## src/rtl/check_pc.sv

```systemverilog
// Instruction-memory address range checker for the Y86 SEQ fetch stage.
// Flags any byte address at or beyond MEM_BYTES. It also keeps a small error log:
// a sticky flag, a saturating fault count and the first faulting address.
module check_pc #(
  parameter int unsigned MEM_BYTES = 1024,
  parameter int unsigned ADDR_W    = 64,
  parameter int unsigned CNT_W     = 16
) (
  input  logic              clk,
  input  logic              rst_n,
  input  logic [ADDR_W-1:0] pc,
  input  logic              clr_err,
  output logic              addrerror,
  output logic              addrerror_q,
  output logic              err_sticky,
  output logic [CNT_W-1:0]  err_count,
  output logic [ADDR_W-1:0] err_addr
);

  localparam logic [ADDR_W-1:0] LastAddr = ADDR_W'(MEM_BYTES - 1);
  localparam logic [CNT_W-1:0]  CntMax   = '1;

  typedef enum logic [0:0] {StClean, StFaulted} state_e;

  state_e            state_q, state_d;
  logic              ae_q;
  logic [CNT_W-1:0]  count_q, count_d;
  logic [ADDR_W-1:0] addr_q, addr_d;

  // Pure unsigned compare; fetch samples it on the same edge as the memory read.
  assign addrerror = (pc > LastAddr);

  // State and log registers; synchronous active-low reset wipes all history.
  always_ff @(posedge clk) begin
    if (!rst_n) begin
      state_q <= StClean;
      ae_q    <= 1'b0;
      count_q <= '0;
      addr_q  <= '0;
    end else begin
      state_q <= state_d;
      ae_q    <= addrerror;
      count_q <= count_d;
      addr_q  <= addr_d;
    end
  end

  // Sticky-flag transitions: clear has priority over a same-cycle fault.
  always_comb begin
    state_d = state_q;
    if (clr_err) begin
      state_d = StClean;
    end else if (addrerror) begin
      state_d = StFaulted;
    end
  end

  // Log datapath: saturating count, address captured only on the first fault.
  always_comb begin
    count_d = count_q;
    addr_d  = addr_q;
    if (clr_err) begin
      count_d = '0;
      addr_d  = '0;
    end else if (addrerror) begin
      if (count_q != CntMax) begin
        count_d = count_q + CNT_W'(1);
      end
      if (state_q == StClean) begin
        addr_d = pc;
      end
    end
  end

  // Registered outputs decoded from state.
  always_comb begin
    err_sticky = 1'b0;
    unique case (state_q)
      StClean:   err_sticky = 1'b0;
      StFaulted: err_sticky = 1'b1;
      default:   err_sticky = 1'b0;
    endcase
    addrerror_q = ae_q;
    err_count   = count_q;
    err_addr    = addr_q;
  end

endmodule

```

## config.mk

```make
export PLATFORM = sky130hd
export DESIGN_NAME = check_pc
export DESIGN_NICKNAME = d
export VERILOG_FILES = /design/src/rtl/check_pc.sv
export SDC_FILE = /design/constraint.sdc
export NUM_CORES = 1
export LEC_CHECK = 0
export CAP_MARGIN = 20
export CORE_MARGIN = 1
export CORE_UTILIZATION = 45
export DETAILED_ROUTE_END_ITERATION = 8
export PLACE_DENSITY_LB_ADDON = 0.3
export SYNTH_ARGS = -nofsm -noshare
export SYNTH_HDL_FRONTEND = slang
export SYNTH_SLANG_ARGS = --single-unit
```

## constraint.sdc

```tcl
create_clock -name clk -period 2.9 [get_ports clk]
set_input_delay 0.58 -clock clk [delete_from_list [all_inputs] [get_ports clk]]
set_output_delay 0.58 -clock clk [all_outputs]
set_load 0.02 [all_outputs]
```

## After elaboration in Yosys (flattened, before gate mapping)

Cells that the tools add are included.

| storage, ports and cells | value |
|---|---|
| bits in registers | 82 |
| output and inout port bits | 83 |
| word-level logic and storage cells | 13 |

| operators by class | value |
|---|---|
| $add $sub $neg | 1 |
| order comparisons | 1 |
| equal/unequal tests | 1 |
| mux-type cells | 1 |
| bitwise operators | 2 |
| reductions and logical operators | 3 |

Operator list:

| cell | count |
|---|---|
| $gt A64 B10 Y1 const B | 1 |
| $add A16 B1 Y16 const B | 1 |
| $ne A16 B16 Y1 const B | 1 |
| $reduce_and A2 Y1 | 2 |
| $not A1 Y1 | 2 |
| $pmux W1 S2 | 1 |
| $reduce_or A2 Y1 | 1 |

## Depth between registers and ports, before layout

Gate-level depths: netlist of the first run.

| logic depth | value |
|---|---|
| depth after elaboration | 2 |
| gate-level depth with buffers | 8 |
| depth with buffers taken out | 6 |

## Worst setup path before layout of the first run

No wires, ideal clock.

| timing path | value |
|---|---|
| path kind | input-to-output |
| start point | input pc[11] |
| end point | output addrerror |
| data arrival time | 1.610 ns |
| path slack | 0.710 ns |
| stages | 5 |
| path through | nor4_1 nand4_1 nor4_2 buf_4 inv_2 |

| between the ends | value |
|---|---|
| cells in the longest elaborated chain, start to end | 1 |

Ends and longest elaborated chain:

| item | RTL line | RTL |
|---|---|---|
| start, declared | 11 | `input logic [ADDR_W-1:0] pc,` |
| $gt A64 B10 Y1 | 31 | `assign addrerror = (pc > LastAddr);` |
| end, declared | 13 | `output logic addrerror,` |

Every way passes these cells.

## Worst setup path in the final report of the first run

| timing path | value |
|---|---|
| start point | input pc[46] |
| end point | output addrerror |

The elaborated chain is that of the path after synthesis.

==> reports/results.ini, run 1 <==
[drt]
drtIter0Drc = 121
wire_per_inst_um = 14.5
vias = 3619
wirelength_um = 9810
ant_nets = 0
remaining_drc_errors = 0
drt_first_pass_iters = 4
vias_per_cell = 5.36

[timing]
totalNegativeSetupSlack_ns = 0
finalMaxSlewViolations = 0
max_freq_ghz = 0.345
hold_viol = 0
period_needed_ns = 2.90
tightest_slew_ns = 0.426
min_period_over_period_pct = 99.9
maxSlewHeadroom_pct = 71.4
setup_violations = 0
skew_ns = 0.0116

[setup_path]
r2r_slack_ns = 0.73
crit_family = simple AND/OR/NAND/NOR gates
crit_arrival_ns = 2.32
endpoint = addrerror
slowest_delay_ns = 0.44
cp_cell_sequence = clkdlybuf4s50_1, nor4_2, nand4_1, nor4_4, inv_2, buf_4
crit_type = primary input to output port
crit_path_max_fanout = 2
required_ns = 2.32
end_kind = output port
cp-start-kind = primary input
reg2reg_from = err_count[0]
reg2reg_depth = 7
crit_slowest_cell = clkdlybuf4s50_1
path_buf_inv = 3
cp.depth = 6
reg2reg_to = err_count[10]
worstSetupStartpoint = pc[46]

[global_route]
grt_overflow = 0
grt_pass1_wl_um = 15200
antenna_found_initial = 0
groute.usage.overall_pct = 24.7
grt_max_degree = 49
grt_pass1_vias = 3317

[logic_synthesis]
synth_top_area_share_pct = 48.7
synth-seq-cells = 82
syn-num-nets = 479
ys_seq_area_share_pct = 48.7
avgSynthCellArea_um2 = 8.20
synth.most_common_cell = dfxtp_1
synth_edf_count = 0
syn_area_um2 = 3370
synthCells = 411
ys_top_cells_by_area = dfxtp_1 (49%), nand3_1 (11%), o21ai_0 (10%), nand2_1 (7.9%), nor4_1 (2.4%)
ys_types = 33
synth_top_area_cell = dfxtp_1
async_reset_ff_share_pct = 0
synth_warnings = 0
yosys_most_used_dff = dfxtp_1
synthTopCellsByCount = dfxtp_1 (82), nand2_1 (71), nand3_1 (71), o21ai_0 (68), clkbuf_1 (15)

[pwr]
p_sw_uw = 597
combPwrFrac_pct = 15.5
clkPwrFrac_pct = 34.6
switching_share_pct = 25.1
vdd_drop_max_mv = 0.265
power_uw = 2380
p_leak_uw = 0.00193
powerDensity_nw_per_um2 = 441
p_seq_share_pct = 49.8
p_int_uw = 1780

[placement]
numPortBuffers = 149
hpwlAfterDp_um = 7040
routabilityCongestion = 0.826

[clock_tree]
clk_path_buf_depth = 2
clkLatencyLatePin_ns = 0.35
tritoncts = yes
cts.reportedPaths.clkPinSlew_ns = 0.07
htree_levels = 3
clock_sinks = 82
cts_made_buffers = 9
cts_hold_buf = 0
root_buffer = clkbuf_8

[final_layout]
num-fill-cells = 570
fin_nets = 639
area_growth_pct = 60.1
diodes = 0
seq_area_um2 = 1640
multi_input_area_um2 = 1590
layout-drive-gt1-share_pct = 10.6

[floorplan]
num_rows = 31
fp.dieH_um = 88.5
die-area_um2 = 7840
die_w_um = 88.5
start_util_pct = 46.5
io_pins = 150
core_um2 = 7250

[flow_run]
drv_cap = 0

[run_status]
status = finished, final reports clean

[hold_path]
hp-class = flop to flop

## per-layer routing
layer | up-vias | GRT usage [%] | wire (µm)
li1 | 1795 | - | -
met1 | 1675 | 29.4 | 4040
met2 | 125 | 42.3 | 4870
met3 | 24 | 6.62 | 669
met4 | 0 | 9.53 | 230
met5 | - | 0 | 0
## metrics by stage
step           hold WS (ns)  utilization, %  area (µm²)  worst slack (ns)  instances
4_1_cts               0.465            73.6        5340            0.0375        674
3_5_place_dp          0.454            70.4        5100            -0.471        656
5_1_grt               0.489            74.4        5400           -0.0997        675
3_3_place_gp          0.447            70.4        5100            -0.423        656
2_1_floorplan         0.536               -        3370             0.710        411
6_report              0.462            74.4        5400           0.00169        675
## placed cells by master (no fill, tap or decap), drive strengths merged, types with 3 or more instances in the layout
master and instances:
buf 35, and2 4, or4 9, nand3 71
clkdlybuf4s50 143, dfxtp 82, clkbuf 12, o21ai 71
or3 3, dlymetal6s2s 5, and4 4, inv 3
a21oi 14, nor2 4, o31ai 8, nand4 5
nand2 71, nor4 14
## flip-flops by register name (all words and copies together), names as in the netlist
signal and count:
addrerror_q 1, err_addr 64, err_count 16, state_q 1
## how the worst min path moves through the flow
stage	from	endpoint	slack [ns]	cells past startpoint
global route	err_addr[50]	err_addr[50]	0.49	2
finish	err_addr[59]	err_addr[59]	0.46	2
detailed placement	err_addr[59]	err_addr[59]	0.45	2
global placement	err_addr[59]	err_addr[59]	0.45	2
CTS	err_addr[59]	err_addr[59]	0.46	2
floorplan	err_addr[57]	err_addr[57]	0.54	2
## power groups by stage
stage	logic, µW	clock network [µW]	registers [µW]
final	370	823	1190
after global routing	396	895	1190
after CTS	366	840	1190
after detailed placement	362	0	1210
after global placement	355	0	1210
after floorplan	94.7	0	1260
## tightest hold or removal path: cells and delay by family, from the launching register on
kind            cells  cell delay, ns
flops               1            0.31
simple gates        1            0.06
compound gates      1            0.05
## layout make-up
class / count / area share (%)
well taps: 99 / 2.30
repair buffers: 183 / 33.9
multi-input cells: 292 / 29.5
inverters: 3 / 0.209
flip-flops and latches: 82 / 30.4
clock buffers: 12 / 2.69
clock inverters: 4 / 0.951
## cell families after synthesis
| group | synth area share (%) |
|---|---|
| buf+inv | 6.38 |
| fa+ha+maj | 0.371 |
| flops | 48.7 |
| compound gates | 16.4 |
| simple gates | 28.1 |
## repair_timing
item	in CTS	in global routing
pin swaps	3	7
endpoints found under the setup margin	1	32
setup buffers	2	1
resized for setup	8	14
Power figures use the tool's default switching activity.
==> run 2: changes to the inputs <==
- RECOVER_POWER: unset -> 25
==> run 2 against run 1 <==
The run now ends with setup timing left. Maximum frequency shrank 0.26%. Combinational power shrank 2%. Sequential cell count is the same. Largest power group unchanged.
==> reports/results.ini, run 2 (synthesized netlist as in run 1, its figures left out) <==
[floorplan]
core_um2 = 7250  ; unchanged
fp.dieH_um = 88.5  ; unchanged
die_w_um = 88.5  ; unchanged
die-area_um2 = 7840  ; unchanged
start_util_pct = 46.5  ; unchanged
io_pins = 150  ; unchanged
num_rows = 31  ; unchanged

[final_layout]
fin_nets = 639  ; unchanged
largest_reg_flops = 64  ; unchanged
final_core_util_pct = 74.4  ; unchanged
seq_area_um2 = 1640  ; unchanged
instances_no_fill = 675  ; unchanged
layout_common_cells = clkdlybuf4s50_1 (102), dfxtp_1 (82), nand2_1 (71), nand3_1 (71), o21ai_0 (68)  ; was clkdlybuf4s50_1 (143), dfxtp_1 (82), nand2_1 (71), nand3_1 (71), o21ai_0 (68)
area_growth_pct = 60.1  ; unchanged
num-fill-cells = 570  ; unchanged
diodes = 0  ; unchanged
final_common_cell = clkdlybuf4s50_1  ; unchanged
multi_input_area_um2 = 1590  ; unchanged
layout-drive-gt1-share_pct = 10.6  ; unchanged

[timing]
skew_ns = 0.0111  ; was 0.0116 ns
max_freq_ghz = 0.344  ; was 0.345 GHz
period_needed_ns = 2.91  ; was 2.90 ns
finalMaxSlewViolations = 0  ; unchanged
setup_ws_ns = -0.00597  ; was 0.00169 ns
maxSlewHeadroom_pct = 71.7  ; was 71.4%
min_period_over_period_pct = 100  ; was 99.9%
tightest_slew_ns = 0.420  ; was 0.426 ns
totalNegativeSetupSlack_ns = -0.00597  ; was 0 ns
setup_violations = 1  ; was 0
hold_viol = 0  ; unchanged

[hold_path]
hp-class = flop to flop  ; unchanged

[global_route]
grt_max_degree = 49  ; unchanged
grt_pass1_wl_um = 15200  ; unchanged
grt_overflow = 0  ; unchanged
groute.usage.overall_pct = 24.7  ; unchanged
grt_pass1_vias = 3317  ; unchanged
antenna_found_initial = 0  ; unchanged

[clock_tree]
cts.reportedPaths.clkPinSlew_ns = 0.07  ; about the same
htree_levels = 3  ; unchanged
clock_sinks = 82  ; unchanged
cts_made_buffers = 9  ; unchanged
clk_path_buf_depth = 2  ; unchanged
clkLatencyLatePin_ns = 0.34  ; was 0.35 ns
cts_hold_buf = 0  ; unchanged
tritoncts = yes  ; unchanged
root_buffer = clkbuf_8  ; unchanged

[drt]
wirelength_um = 9770  ; was 9810 µm
vias_per_cell = 5.36  ; about the same
drt_first_pass_iters = 4  ; unchanged
ant_nets = 0  ; unchanged
drtIter0Drc = 120  ; was 121
wire_per_inst_um = 14.5  ; about the same
vias = 3616  ; was 3619
remaining_drc_errors = 0  ; unchanged

[setup_path]
end_kind = output port  ; unchanged
crit_arrival_ns = 2.33  ; was 2.32 ns
required_ns = 2.32  ; about the same
crit_type = primary input to output port  ; unchanged
crit_path_max_fanout = 2  ; unchanged
cp-start-kind = primary input  ; unchanged

[run_status]
violations = setup timing
status = finished with violations  ; was finished, final reports clean

[pwr]
vdd_drop_max_mv = 0.264  ; was 0.265 mV
p_leak_uw = 0.00205  ; was 0.00193 µW
powerDensity_nw_per_um2 = 440  ; was 441 nW/µm²

[placement]
routabilityCongestion = 0.826  ; unchanged
dp.cells = 656  ; unchanged
hpwlAfterDp_um = 7040  ; unchanged
numPortBuffers = 149  ; unchanged

[flow_run]
drv_cap = 0  ; unchanged

## run 2: cell types whose count changed in the layout (fill, tap and decap cells not counted), sizes merged
cell,change
clkdlybuf4s50,-41
dlygate4sd3,+41
## run 2: area by class of cell
class	instances	share of cell area (%)
inverter	3	0.209
sequential	82	30.4
tap	99	2.30
clock inverter	4	0.951
timing repair buffer	183	33.9
clock buffer	12	2.69
multi-input combinational	292	29.5
## run 2: critical path, cell delays in order
cell             delay [ns]
clkdlybuf4s50_1        0.44
nor4_2                 0.35
nand4_1                0.29
nor4_4                 0.43
inv_2                  0.07
buf_4                  0.16
## run 2: metal layers
layer / vias to the layer above / track usage, % / part of all wire (%)
met4: 0 / 9.53 / 2.4
met5: - / 0 / 0
met1: 1663 / 29.4 / 41
met2: 130 / 42.3 / 50
li1: 1799 / - / -
met3: 24 / 6.62 / 6.9
## run 2: final timing paths
check | start | end | slack [ns] | depth (start not counted)
max | pc[46] | addrerror | -0.006 | 6
min | err_addr[59] | err_addr[59] | 0.46 | 2
max reg2reg | err_count[0] | err_count[10] | 0.75 | 7
min reg2reg | err_addr[59] | err_addr[59] | 0.46 | 2
## run 2: stage by stage
step	area, µm²	total power [µW]	setup WS (ns)	hold slack (ns)
2_1_floorplan	3370	1350	0.710	0.536
3_3_place_gp	5100	1560	-0.423	0.447
3_5_place_dp	5100	1570	-0.471	0.454
4_1_cts	5340	2390	0.0375	0.465
5_1_grt	5400	2470	-0.0997	0.487
6_report	5400	2370	-0.00597	0.460
## run 2: repair_timing
item | CTS | global route
resized for setup | 8 | 14
pin swaps | 3 | 7
endpoints found under the setup margin | 1 | 32
buffers inserted | 2 | 1
## run 2: where the power goes
group	leakage [µW]	total, µW	internal, µW	switching [µW]
logic	0.00129	361	186	175
clock network	0.0000966	825	423	402
registers	0.000670	1180	1160	20.2
